File: src/rtl/text_stream_reader_pkg.sv
// text_stream_reader_pkg: shared character constants and reader FSM state encoding
package text_stream_reader_pkg;
   localparam logic [7:0] TILDE = 8'h7E;
   localparam logic [7:0] SPACE = 8'h20;
   localparam logic [7:0] CR    = 8'h0D;
   localparam logic [7:0] LF    = 8'h0A;
   typedef enum logic [2:0] {
      S_IDLE, S_FETCH, S_SEND, S_CR, S_LF, S_DONE
   } state_e;
endpackage

File: src/rtl/text_stream_reader.sv
// text_stream_reader: walks a window of the 128x8 char buffer and streams bytes over valid/ready
module text_stream_reader
   import text_stream_reader_pkg::*;
#(
   parameter int BASE      = 0,
   parameter int LEN       = 32,
   parameter int LINE_LEN  = 16,
   parameter int EOL_EN    = 1,
   parameter int BLANK_SUB = 1
) (
   input  logic       clk,
   input  logic       rst,
   input  logic       start,
   output logic [7:0] addr,
   input  logic [7:0] rdata,
   output logic       rd_own,
   output logic [7:0] tx_data,
   output logic       tx_valid,
   input  logic       tx_ready,
   output logic       busy,
   output logic       done
);
   localparam logic [6:0] BASE_A = 7'(BASE);
   localparam logic [7:0] LEN_W  = 8'(LEN);
   localparam logic [7:0] LINE_W = 8'(LINE_LEN);

   state_e     state_q, state_d;
   logic [6:0] addr_q, addr_d;
   logic [7:0] cnt_q, cnt_d, col_q, col_d, tx_data_q, tx_data_d;
   logic       tx_valid_q, tx_valid_d, busy_q, busy_d, hs;

   function automatic logic [7:0] blank_sub(input logic [7:0] c);
      return (BLANK_SUB != 0 && c == TILDE) ? SPACE : c;
   endfunction

   assign hs       = tx_valid_q & tx_ready;
   assign addr     = {1'b0, addr_q};
   assign tx_data  = tx_data_q;
   assign tx_valid = tx_valid_q;
   assign busy     = busy_q;
   assign rd_own   = busy_q;
   assign done     = state_q == S_DONE;

   // next-state: fetch a cell, hold it until accepted, then optional CR/LF, then advance
   always_comb begin
      state_d    = state_q;
      addr_d     = addr_q;
      cnt_d      = cnt_q;
      col_d      = col_q;
      tx_data_d  = tx_data_q;
      tx_valid_d = tx_valid_q;
      busy_d     = busy_q;
      case (state_q)
         S_IDLE: if (start) begin
            addr_d  = BASE_A;
            cnt_d   = '0;
            col_d   = '0;
            busy_d  = 1'b1;
            state_d = S_FETCH;
         end
         S_FETCH: begin
            tx_data_d  = blank_sub(rdata);
            tx_valid_d = 1'b1;
            state_d    = S_SEND;
         end
         S_SEND: if (hs) begin
            cnt_d = cnt_q + 8'd1;
            col_d = col_q + 8'd1;
            if (EOL_EN != 0 && col_q + 8'd1 == LINE_W) begin
               tx_data_d = CR;
               state_d   = S_CR;
            end else begin
               tx_valid_d = 1'b0;
               addr_d     = (cnt_q + 8'd1 == LEN_W) ? addr_q : addr_q + 7'd1;
               state_d    = (cnt_q + 8'd1 == LEN_W) ? S_DONE : S_FETCH;
            end
         end
         S_CR: if (hs) begin
            tx_data_d = LF;
            state_d   = S_LF;
         end
         S_LF: if (hs) begin
            col_d      = '0;
            tx_valid_d = 1'b0;
            addr_d     = (cnt_q == LEN_W) ? addr_q : addr_q + 7'd1;
            state_d    = (cnt_q == LEN_W) ? S_DONE : S_FETCH;
         end
         S_DONE: begin
            busy_d  = 1'b0;
            state_d = S_IDLE;
         end
         default: state_d = S_IDLE;
      endcase
   end

   // state register with synchronous reset that aborts any pass in flight
   always_ff @(posedge clk) begin
      if (rst) begin
         state_q    <= S_IDLE;
         addr_q     <= BASE_A;
         cnt_q      <= '0;
         col_q      <= '0;
         tx_data_q  <= '0;
         tx_valid_q <= 1'b0;
         busy_q     <= 1'b0;
      end else begin
         state_q    <= state_d;
         addr_q     <= addr_d;
         cnt_q      <= cnt_d;
         col_q      <= col_d;
         tx_data_q  <= tx_data_d;
         tx_valid_q <= tx_valid_d;
         busy_q     <= busy_d;
      end
   end
endmodule

File: config.mk
export PLATFORM = sky130hd
export DESIGN_NAME = text_stream_reader
export DESIGN_NICKNAME = d
export VERILOG_FILES = /design/src/rtl/text_stream_reader_pkg.sv /design/src/rtl/text_stream_reader.sv
export SDC_FILE = /design/constraint.sdc
export NUM_CORES = 1
export LEC_CHECK = 0
export ABC_CLOCK_PERIOD_IN_PS = 4000
export CAP_MARGIN = 20
export CORE_ASPECT_RATIO = 1.2
export CORE_MARGIN = 2
export CORE_UTILIZATION = 58
export DETAILED_ROUTE_END_ITERATION = 6
export HOLD_SLACK_MARGIN = 0.12
export PLACE_DENSITY = 0.85
export SYNTH_ARGS = -nofsm -noshare
export SYNTH_HDL_FRONTEND = slang
export SYNTH_SLANG_ARGS = --single-unit
File: constraint.sdc
create_clock -name clk -period 4 [get_ports clk]
set_clock_uncertainty 0.15 [all_clocks]
set_input_delay 0.6 -clock clk [delete_from_list [all_inputs] [get_ports clk]]
set_output_delay 0.6 -clock clk [all_outputs]
set_load 0.02 [all_outputs]
# After elaboration in Yosys (flattened, before gate mapping)
# Index checks and enable logic that the tools add are counted.
[classes]
addsub = 3
n_eq_ne = 17
muxes = 32
bitwise_logic = 1
n_reduce_logical = 13
[op_table]
columns = ["cell", "n"]
rows = [
  ["8-bit 2-to-1 mux", 8],
  ["8-bit case mux with 3 select lines", 2],
  ["7-bit 2-to-1 mux", 6],
  ["3-bit 2-to-1 mux", 7],
  ["7-bit case mux with 3 select lines", 1],
  ["8-bit by 1-bit adder with 8-bit output (second input constant)", 2],
  ["8-bit by 6-bit equality test with 1-bit output (second input constant)", 2],
  ["2-bit inequality test (second input constant)", 8],
  ["8-bit case mux with 2 select lines", 1],
  ["4-bit AND reduction", 4],
  ["3-bit case mux with 5 select lines", 1],
  ["3-bit nonzero test", 3],
  ["8-bit by 5-bit equality test with 1-bit output (second input constant)", 1],
  ["8-bit by 7-bit equality test with 1-bit output (second input constant)", 1],
  ["7-bit by 1-bit adder with 7-bit output (second input constant)", 1],
  ["7-bit AND reduction", 1],
  ["3-bit by 2-bit equality test with 1-bit output (second input constant)", 2],
  ["3-bit equality test (second input constant)", 2],
  ["1-bit 2-to-1 mux", 4],
  ["2-bit nonzero test", 2],
  ["3-bit by 1-bit equality test with 1-bit output (second input constant)", 1],
  ["3-bit logical NOT", 1],
  ["1-bit case mux with 3 select lines", 1],
  ["3-bit AND reduction", 1],
  ["3 further kinds", 3],
]
[word_totals]
regBits = 36
in_bits = 12
output_inout_bits = 20
elab_cells = 73

# Longest topological paths before layout
# Gate-level depths: netlist of the first run.
[depth]
word_depth = 6
ltp_mapped = 9

# Worst setup path before layout of the first run
# OpenSTA, ideal clock, no wires.
[synth_path]
path_type = "register to register"
startpoint = "register cnt_q[0]"
endpoint = "register addr_q[0]"
setup_time_ns = 0.123
arrival_ns = 1.842
slack_ns = 1.885
stages_incl_launch_ff = 9
path_cell_list = "dfxtp_1 ha_1 clkbuf_1 and3_1 o211ai_1 a211oi_2 nand3_1 nand2_1 mux2_1"
[synth_via]
elab_chain_len = 4
elab_cells_between_ends = 6
[synth_lines]
columns = ["element", "line_no", "text"]
rows = [
  ["start: declaration", "text_stream_reader.sv:29", "logic [7:0] cnt_q, cnt_d, col_q, col_d, tx_data_q, tx_data_d;"],
  ["start signal: assignment", "text_stream_reader.sv:109", "cnt_q <= cnt_d;"],
  ["8-bit by 1-bit adder with 8-bit output", "text_stream_reader.sv:74", "addr_d = (cnt_q + 8'd1 == LEN_W) ? addr_q : addr_q + 7'd1;"],
  ["8-bit by 6-bit equality test with 1-bit output", "text_stream_reader.sv:74", ""],
  ["2-bit inequality test (no line)", "--", ""],
  ["7-bit AND reduction (no line) *", "--", ""],
  ["end signal: assignment", "text_stream_reader.sv:108", "addr_q <= addr_d;"],
  ["end: declaration", "text_stream_reader.sv:28", "logic [6:0] addr_q, addr_d;"],
]
# Every way passes the cells marked *; elsewhere a longest branch is shown, timed or not.
# A chain may end at the register's enable or synchronous reset.

# Final worst setup path of the first run
[layout_path]
startpoint = "register state_q[0]"
endpoint = "output port done"
[layout_via]
elab_chain_len = 1
[layout_lines]
columns = ["element", "line_no", "text"]
rows = [
  ["start: declaration", "text_stream_reader.sv:27", "state_e state_q, state_d;"],
  ["start signal: assignment", "text_stream_reader.sv:107", "state_q <= state_d;"],
  ["3-bit equality test", "text_stream_reader.sv:42", "assign done = state_q == S_DONE;"],
  ["end: declaration", "text_stream_reader.sv:21", "output logic done"],
]
# No other way between the ends.

==> results_dict.tcl, run 1 <==
set metrics [dict create \
    syn_inst 267 \
    crit_path_end_kind "output pin" \
    syn_area_mm2 0.002113 \
    die_h_um 70.12 \
    synth_mux_area_share_pct 1.007 \
    reg2reg_from "state_q[1]" \
    drv_cap 0 \
    drt_iter0_markers 141 \
    pin_count 32 \
    met1_usage_pct 29.10 \
    finalSetupViolCount 0 \
    synthAdderAreaFrac_pct 2.960 \
    drv_slew 0 \
    dieArea_mm2 0.004144 \
    areaGrowthSynthToFinish_pct 17.58 \
    clk_pin_slew_ns 0.07 \
    clock_latency_ns 0.28 \
    ant_nets 0 \
    post_cts_buffers 0 \
    p_per_area_mw_per_mm2 315.2 \
    vias_per_cell 6.045 \
    critPathArrivalTime_ns 1.82 \
    worstSetupStartpointType "flip-flop" \
    pre_cts_ws_ns 1.285 \
    num_rows 24 \
    synthFlopType "dfxtp_1" \
    core-area_mm2 0.003573 \
    syn_nets 284 \
    crit_start "state_q[0]" \
    met3_usage_pct 5.556 \
    antenna_found_initial 0 \
    placed_area_mm2 0.002392 \
    critPathKind "reg -> out" \
    cts_resized 0 \
    tightest_slew_ns 0.9126 \
    nets 307 \
    die_w_um 59.10 \
    cts_max_level 2 \
    avgSynthCellArea_um2 7.915 \
    synth_top_area_share_pct 34.10 \
    synth_xor_area_share_pct 1.243 \
    min_period_over_period_pct 64.35 \
    dr.pass1.iters 4 \
    nFillCells 304 \
    ctsHoldBuffers 0 \
    ys.warnings.count 0 \
    grt-busiest-layer "met2" \
    gp_congestion 0.8843 \
    crit_fanout 11 \
    required_ns 3.25 \
    overflow 0 \
    synth_area_leaders "dfxtp_1, a21oi_1, nor2_1" \
    grt_pass1_vias 1866 \
    synth_compound_area_share_pct 22.85 \
    synth_top_area_cell "dfxtp_1" \
    hpwl_um 3430 \
    cts-buffers-inserted 5 \
    ys_ff_latch 36 \
    cts_tree "built" \
    start_util_pct 59.14 \
    ys_types 52 \
    portBuffers 30 \
    clock-sinks 36 \
    finalHoldViolCount 0 \
    status "complete, no violations" \
    track_usage_pct 24.15 \
    drc 0 \
    async_flop_share_pct 0 \
    cts_root_buf "clkbuf_8" \
    grt_pass1_wl_um 8024 \
    routedWlPerCell_um 14.03 \
    design_area_mm2 0.002485 \
    power_uw 783.3 \
    drive_gt1_share_pct 8.935 \
    ir_drop_uv 263.0 \
    yosysSeqAreaShare_pct 34.10 \
    route.vias.total 1995 \
    met2_usage_pct 42.22 \
    period_needed_ns 2.574 \
    min_from "tx_data[6]" \
    finalSetupTns_ns 0 \
    grt_max_degree 25 \
    hp-class "reg -> reg" \
    rsz0062_at_grt "no" \
    max-clock-path-buffers 2 \
    synth_top_family_by_area "simple AND/OR/NAND/NOR gates" \
    p_leak_uw 0.0008847 \
    antennaDiodeCount 0 \
    relSlewSlack_pct 38.97 \
    setup_ws_ns 1.426 \
    synth_edf_count 0 \
    max_freq_ghz 0.3885 \
    finalWirelength_um 4630 \
    synth-simple-area-share_pct 32.56 \
]
-- kinds of logic (layout without fill, tap and decap cells) --
family,Yosys count,in the layout
AND/OR/NAND/NOR,127,127
AO/OA/AOI/OAI,72,72
flip-flops,36,36
buffers and inverters,21,45
adder cells (fa/ha/maj),5,5
XOR/XNOR,3,3
multiplexers,2,2
other,1,1
-- cells in the mapped netlist (2+ instances only) --
master    instances
xnor2_1           2
nor2_2            2
and2_1            2
and4_1            2
nand2_1          19
nor2_1           37
inv_1             3
a31oi_1           4
a22oi_1           3
nand3b_1          4
dfxtp_1          36
o31ai_1           4
nor3b_2           3
or2_2             2
o21ai_1           5
nand4_1           2
nand4b_1          4
nor4_1            3
a311oi_1          2
a21oi_1          30
buf_2             5
o21ai_0          12
nor2b_1           3
nand3_1          15
nand2b_1          4
nor3_1            6
nor3b_1           4
a211oi_1          4
buf_4             4
clkbuf_1          6
ha_1              5
or3_1             2
and3_1            9
-- placed cells by master, fill, tap and decap left out, drive strengths merged, types with 3 or more instances in the layout --
cell,synthesis,routed
buf,11,3
a211oi,6,6
o21ai,17,17
nor3b,7,7
a21oi,30,30
ha,5,5
nor4,3,3
nand3,16,16
a22oi,3,3
nor3,6,6
nand2,19,19
o31ai,4,4
nor2,39,39
clkbuf,6,6
nand3b,4,4
a31oi,4,4
clkdlybuf4s50,0,30
nand4b,4,4
dfxtp,36,36
nor2b,3,3
and3,9,9
nand2b,4,4
inv,4,4
-- metal layers --
metal  routed length [um]  vias to the layer above  share of wire, %
met5                    0                        -                 0
met4                   51                        0               1.1
met3                  155                        7               3.3
met2                 2385                       34                52
met1                 2037                      946                44
li1                     -                     1008                 -
-- layout make-up --
class / instances / area [um^2] / share of cell area, %
inverter: 4 / 15.01 / 0.6042
timing repair buffer: 33 / 322.8 / 12.99
clock buffer: 6 / 82.58 / 3.323
sequential: 36 / 720.7 / 29.00
clock inverter: 2 / 10.01 / 0.4028
tap: 39 / 48.80 / 1.964
multi-input combinational: 210 / 1285 / 51.71
-- path summary, 6_finish.rpt --
kind | endpoint | slack (ns) | depth (start not counted)
max reg2reg | state_q[2] | 1.57 | 7
min reg2reg | tx_data[6] | 0.31 | 2
min | tx_data[6] | 0.31 | 2
max | done | 1.43 | 3
-- state kept, by name, indices dropped and copies added (netlist names) --
signal	cells
addr_q	7
state_q	3
tx_data	8
tx_valid	1
cnt_q	8
col_q	8
busy	1
-- worst max-delay path: stages, from the launching register on --
cell and delay (ns):
dfxtp_1 0.63, nand2b_1 0.19, nor2_1 0.11, clkdlybuf4s50_1 0.61
-- where the power goes --
group | internal [uW] | switching (uW) | leakage (uW)
sequential | 370 | 10.5 | 0.000292
clock | 137 | 124 | 0.0000510
combinational | 57.8 | 83.4 | 0.000542
total | 565 | 218 | 0.000885
-- stage by stage --
stage	utilization, %	std cells	hold slack [ns]
after global routing	69.54	330	0.3511
after detailed placement	66.95	322	0.2981
final	69.54	330	0.3070
after CTS	69.54	330	0.3119
after global placement	66.95	322	0.2959
after floorplan	-	267	0.2994
No activity file was read; power rests on OpenSTA's default activity.
==> inputs of run 2 (changes only) <==
--- a/config.mk
+++ b/config.mk
@@ -5,14 +5,14 @@
 export SDC_FILE = /design/constraint.sdc
 export NUM_CORES = 1
 export LEC_CHECK = 0
-export ABC_CLOCK_PERIOD_IN_PS = 4000
+export ABC_CLOCK_PERIOD_IN_PS = 2400
 export CAP_MARGIN = 20
 export CORE_ASPECT_RATIO = 1.2
 export CORE_MARGIN = 2
-export CORE_UTILIZATION = 58
+export CORE_UTILIZATION = 54
 export DETAILED_ROUTE_END_ITERATION = 6
 export HOLD_SLACK_MARGIN = 0.12
-export PLACE_DENSITY = 0.85
+export PLACE_DENSITY = 0.8
 export SYNTH_ARGS = -nofsm -noshare
 export SYNTH_HDL_FRONTEND = slang
 export SYNTH_SLANG_ARGS = --single-unit
==> constraint.sdc (replaced) <==
create_clock -name clk -period 2.4 [get_ports clk]
set_clock_uncertainty 0.15 [all_clocks]
set_input_delay 0.36 -clock clk [delete_from_list [all_inputs] [get_ports clk]]
set_output_delay 0.36 -clock clk [all_outputs]
set_load 0.02 [all_outputs]
==> run 2 against run 1 <==
- critical endpoint is now state_q[2]
- clock power grew 68%
- utilization up 0.96 points
- sequential cell count unchanged
==> results_dict.tcl, run 2 (synthesized netlist as in run 1, its figures left out) <==
set metrics [dict create \
    cp.depth 6 \
    core-area_mm2 0.003694 \
    crit_fanout 9 \
    nets 320 \
    layout_commonest_cell "nor2_1" \
    crit_end "state_q[2]" \
    slowest_stage "dfxtp_1" \
    drive_gt1_share_pct 12.83 \
    finalSetupViolCount 0 \
    finalSetupTns_ns 0 \
    critical-path-top-delay-family "simple AND/OR/NAND/NOR gates" \
    grt_pass1_vias 1892 \
    pre_cts_ws_ns 0.02624 \
    crit_path_end_kind "flip-flop" \
    ir_drop_uv 338.9 \
    drv_cap 0 \
    crit_path_max_incr_delay_ns 0.48 \
    pin_count 32 \
    grt-busiest-layer "met2" \
    placed_area_mm2 0.002506 \
    max_freq_ghz 0.4504 \
    min_period_over_period_pct 92.52 \
    clock-sinks 36 \
    tightest_slew_ns 0.5503 \
    cts_root_buf "clkbuf_8" \
    die_h_um 72.53 \
    path_cells "nand3_2 -> or3_1 -> a211oi_2 -> and3_1 -> a211oi_4 -> a2111oi_4" \
    grt_max_degree 25 \
    reg2reg_from "cnt_q[3]" \
    critPathKind "reg -> reg" \
    portBuffers 30 \
    areaGrowthSynthToFinish_pct 23.21 \
    track_usage_pct 24.70 \
    drt_iter0_markers 91 \
    start_util_pct 57.22 \
    switching_share_pct 27.76 \
    num_rows 24 \
    antennaDiodeCount 0 \
    grt_pass1_wl_um 8418 \
    vias_per_cell 5.739 \
    rsz0062_at_grt "no" \
    overflow 0 \
    relSlewSlack_pct 63.18 \
    cts_max_level 2 \
    final_cell_mix "nor2_1, dfxtp_1, a21oi_1, clkdlybuf4s50_1, nand2_1" \
    fin_hold_ws_ns 0.3114 \
    critPathBufInv 0 \
    power.switching_uw 369.5 \
    route.vias.total 2043 \
    hpwl_um 3641 \
    gp_congestion 0.8268 \
    seqPwrFrac_pct 48.0 \
    nFillCells 305 \
    rr_worst_depth 6 \
    p_leak_uw 0.0009580 \
    reg2reg_slack_ns 0.18 \
    routedWlPerCell_um 13.97 \
    p_per_area_mw_per_mm2 511.1 \
    cts-buffers-inserted 5 \
    antenna_found_initial 0 \
    worstSetupStartpointType "flip-flop" \
    met1_usage_pct 30.86 \
    met3_usage_pct 5.882 \
    finalWirelength_um 4972 \
    dr.pass1.iters 4 \
    power_frac_comb_pct 18.8 \
    required_ns 2.44 \
    status "complete, no violations" \
    dieArea_mm2 0.004432 \
    drv_slew 0 \
    rr_endpoint "state_q[2]" \
    finalHoldViolCount 0 \
    design_area_mm2 0.002604 \
    met2_usage_pct 40.07 \
    drc 0 \
    hp-class "reg -> reg" \
    p_int_uw 961.4 \
    cts_tree "built" \
    die_w_um 61.11 \
    max-clock-path-buffers 2 \
    crit_start "cnt_q[3]" \
    clk_pin_slew_ns 0.07 \
    setup_ws_ns 0.1795 \
    clock_latency_ns 0.29 \
    period_needed_ns 2.220 \
    critPathArrivalTime_ns 2.26 \
    p_clk_share_pct 33.1 \
    ant_nets 0 \
]
-- run 2: cell types whose count changed in the layout (fill, tap and decap cells not counted), sizes merged --
cell / delta
dlymetal6s2s: +1
clkdlybuf4s50: -1
buf: +13
clkbuf: +2
clkinv: -2
-- run 2: stage by stage --
stage | cells | util (%) | total power (uW)
floorplan | 267 | - | 799.9
global placement | 348 | 67.85 | 894.8
detailed placement | 348 | 67.85 | 898.1
CTS | 356 | 70.29 | 1335
global route | 356 | 70.49 | 1385
finish | 356 | 70.49 | 1331
-- run 2: metal layers --
metal	share of wire (%)	wire length, um
met5	0	0
met4	2.1	106
met3	3.4	168
met2	49	2446
met1	45	2250
-- run 2: timing repair --
item | 4_1_cts | 5_1_grt
buffers inserted | 0 | 0
hold buffers | 0 | 0
gates resized for setup | 0 | 3
setup endpoints to repair | 0 | 4
-- run 2: how the worst min path moves through the flow --
stage,endpoint,start,cells after the start
after floorplan,col_q[7],col_q[7],1
after global placement,tx_data[6],tx_data[6],2
after detailed placement,tx_data[6],tx_data[6],2
after CTS,tx_data[6],tx_data[6],2
after global routing,tx_data[4],tx_data[4],2
final,tx_data[6],tx_data[6],2
-- run 2: area by class of cell --
| cell class | count | area (um^2) | area share, % |
|---|---|---|---|
| Tap cell | 52 | 65.06 | 2.499 |
| Timing Repair Buffer | 46 | 422.9 | 16.24 |
| Clock buffer | 8 | 90.09 | 3.460 |
| Inverter | 4 | 15.01 | 0.5766 |
| Sequential cell | 36 | 720.7 | 27.68 |
| Multi-Input combinational cell | 210 | 1290 | 49.54 |
-- run 2: power by group through the flow --
stage / Combinational, uW / Sequential, uW / Clock [uW]
final: 251 / 639 / 441
after global routing: 274 / 641 / 469
after detailed placement: 247 / 652 / 0
after CTS: 249 / 639 / 447
after global placement: 243 / 652 / 0
after floorplan: 141 / 659 / 0
-- run 2: worst reg2reg max path, cell delays in order (launching register included) --
cell	delay [ns]
dfxtp_1	0.48
nand3_2	0.13
or3_1	0.39
a211oi_2	0.27
and3_1	0.32
a211oi_4	0.11
a2111oi_4	0.27
==> inputs of run 3 (changes only) <==
--- a/config.mk
+++ b/config.mk
@@ -5,14 +5,14 @@
 export SDC_FILE = /design/constraint.sdc
 export NUM_CORES = 1
 export LEC_CHECK = 0
-export ABC_CLOCK_PERIOD_IN_PS = 2400
+export ABC_CLOCK_PERIOD_IN_PS = 1860
 export CAP_MARGIN = 20
 export CORE_ASPECT_RATIO = 1.2
 export CORE_MARGIN = 2
-export CORE_UTILIZATION = 54
+export CORE_UTILIZATION = 49
 export DETAILED_ROUTE_END_ITERATION = 6
 export HOLD_SLACK_MARGIN = 0.12
-export PLACE_DENSITY = 0.8
+export PLACE_DENSITY = 0.76
 export SYNTH_ARGS = -nofsm -noshare
 export SYNTH_HDL_FRONTEND = slang
 export SYNTH_SLANG_ARGS = --single-unit
==> constraint.sdc (replaced) <==
create_clock -name clk -period 1.86 [get_ports clk]
set_clock_uncertainty 0.15 [all_clocks]
set_input_delay 0.279 -clock clk [delete_from_list [all_inputs] [get_ports clk]]
set_output_delay 0.279 -clock clk [all_outputs]
set_load 0.02 [all_outputs]
==> run 3 against run 2 <==
- the flow now finishes with violations (negative setup slack)
- die area is 9.6% higher
- sequential share of layout area down 5.9 points
- clock-buffer cell count shrank 1
- combinational power rose by 73%
- critical endpoint is now addr_q[1]
- highest routed layer unchanged
==> results_dict.tcl, run 3 (synthesized netlist as in run 1, its figures left out) <==
set metrics [dict create \
    rr_worst_depth 7 \
    reg2reg_slack_ns -0.08 \
    pin_count 32 \
    period_needed_ns 1.941 \
    finalWirelength_um 6270 \
    switching_share_pct 28.82 \
    placed_area_mm2 0.002958 \
    clock-sinks 36 \
    dr.pass1.iters 5 \
    critPathArrivalTime_ns 2.01 \
    fin_hold_ws_ns 0.3259 \
    nets 375 \
    areaGrowthSynthToFinish_pct 62.58 \
    crit_path_end_kind "flip-flop" \
    grt_max_degree 21 \
    die_h_um 75.94 \
    power.switching_uw 536.0 \
    p_clk_share_pct 32.9 \
    layout_commonest_cell "buf_4" \
    max_freq_ghz 0.5152 \
    crit_fanout 6 \
    ir_drop_uv 454.4 \
    antenna_found_initial 0 \
    drv_slew 0 \
    min_period_over_period_pct 104.3 \
    num_rows 26 \
    hold_path_end "tx_data[6]" \
    cts-buffers-inserted 5 \
    core-area_mm2 0.004197 \
    vias_per_cell 5.732 \
    p_per_area_mw_per_mm2 541.2 \
    reg2reg_from "cnt_q[2]" \
    finalHoldViolCount 0 \
    worstSetupStartpointType "flip-flop" \
    max-clock-path-buffers 2 \
    whs_path_depth 2 \
    route.vias.total 2373 \
    drive_gt1_share_pct 43.30 \
    ant_nets 0 \
    critPathKind "reg -> reg" \
    hpwl_um 4255 \
    drv_cap 0 \
    start_util_pct 50.36 \
    grt_pass1_vias 2254 \
    min_from "tx_data[6]" \
    portBuffers 30 \
    track_usage_pct 25.31 \
    p_leak_uw 0.001294 \
    cts_root_buf "clkbuf_8" \
    rsz0062_at_grt "yes" \
    overflow 0 \
    setup_ws_ns -0.08084 \
    clock_latency_ns 0.29 \
    finalSetupViolCount 8 \
    power_frac_comb_pct 23.4 \
    cts_tree "built" \
    path_cells "nand3_4 -> or3_4 -> a211oi_4 -> and3_4 -> buf_6 -> o21ai_0 -> a21oi_1" \
    drt_iter0_markers 164 \
    p_int_uw 1324 \
    status "finished with violations" \
    slowest_stage "dfxtp_4" \
    gp_congestion 0.8130 \
    required_ns 1.93 \
    antennaDiodeCount 0 \
    violations "negative setup slack" \
    final_cell_mix "buf_4, nor2_1, clkdlybuf4s50_1, dfxtp_1, a21oi_1" \
    drc 0 \
    clk_pin_slew_ns 0.07 \
    cts_max_level 2 \
    rr_endpoint "addr_q[1]" \
    hp-class "reg -> reg" \
    die_w_um 63.95 \
    grt_pass1_wl_um 10040 \
    design_area_mm2 0.003436 \
    routedWlPerCell_um 15.14 \
    seqPwrFrac_pct 43.7 \
    crit_path_max_incr_delay_ns 0.38 \
    dieArea_mm2 0.004856 \
]
==> run 3: worst max path at each step <==
stage | to | cells past startpoint | startpoint
detailed placement | addr_q[0] | 7 | tx_ready
global route | addr_q[1] | 7 | cnt_q[2]
global placement | addr_q[0] | 7 | tx_ready
CTS | addr_q[0] | 8 | cnt_q[3]
floorplan | addr_q[0] | 8 | cnt_q[1]
finish | addr_q[1] | 7 | cnt_q[2]
==> run 3: power by group through the flow <==
stage / sequential (uW) / combinational [uW] / clock [uW]
global placement: 832 / 381 / 0
detailed placement: 832 / 388 / 0
floorplan: 849 / 201 / 0
global route: 816 / 468 / 649
finish: 813 / 435 / 612
CTS: 813 / 405 / 624
==> run 3: cell type report <==
type	instances	area, um^2
flip-flops and latches	36	747.0
fillers	251	760.7
repair buffers	101	865.8
well taps	56	70.07
clock buffers	7	96.34
inverters	4	15.01
multi-input cells	210	1642
==> run 3: timing repair <==
action / CTS / global route
endpoints found under the setup margin: 24 / 24
endpoints found under the hold margin: 0 / 0
buffers inserted: 6 / 3
hold buffers: 0 / 0
pin swaps: 20 / 23
resized for setup: 42 / 36
==> run 3: critical path, delay by kind of cell, from the launching register on <==
| family | cells | cell delay (ns) |
|---|---|---|
| flip-flops | 1 | 0.38 |
| AO/OA/AOI/OAI | 3 | 0.50 |
| buffers and inverters | 1 | 0.14 |
| AND/OR/NAND/NOR | 3 | 0.69 |
==> run 3: per-stage QoR <==
| step | setup TNS (ns) | setup WS [ns] | instances | power [uW] | utilization (%) |
|---|---|---|---|---|---|
| final | -0.2983 | -0.08084 | 414 | 1860 | 81.87 |
| after global routing | -1.151 | -0.1193 | 414 | 1932 | 81.87 |
| after CTS | -0.2668 | -0.06117 | 411 | 1841 | 78.03 |
| after detailed placement | -7.602 | -0.3453 | 398 | 1220 | 70.48 |
| after global placement | -5.833 | -0.2711 | 398 | 1213 | 70.48 |
| after floorplan | -0.3794 | -0.06458 | 267 | 1050 | - |
==> run 3: metal layers <==
metal,global-route usage (%),wire length [um]
met1,29.45,2552
met2,45.10,3360
met3,4.599,222
met4,9.565,134
met5,0,0
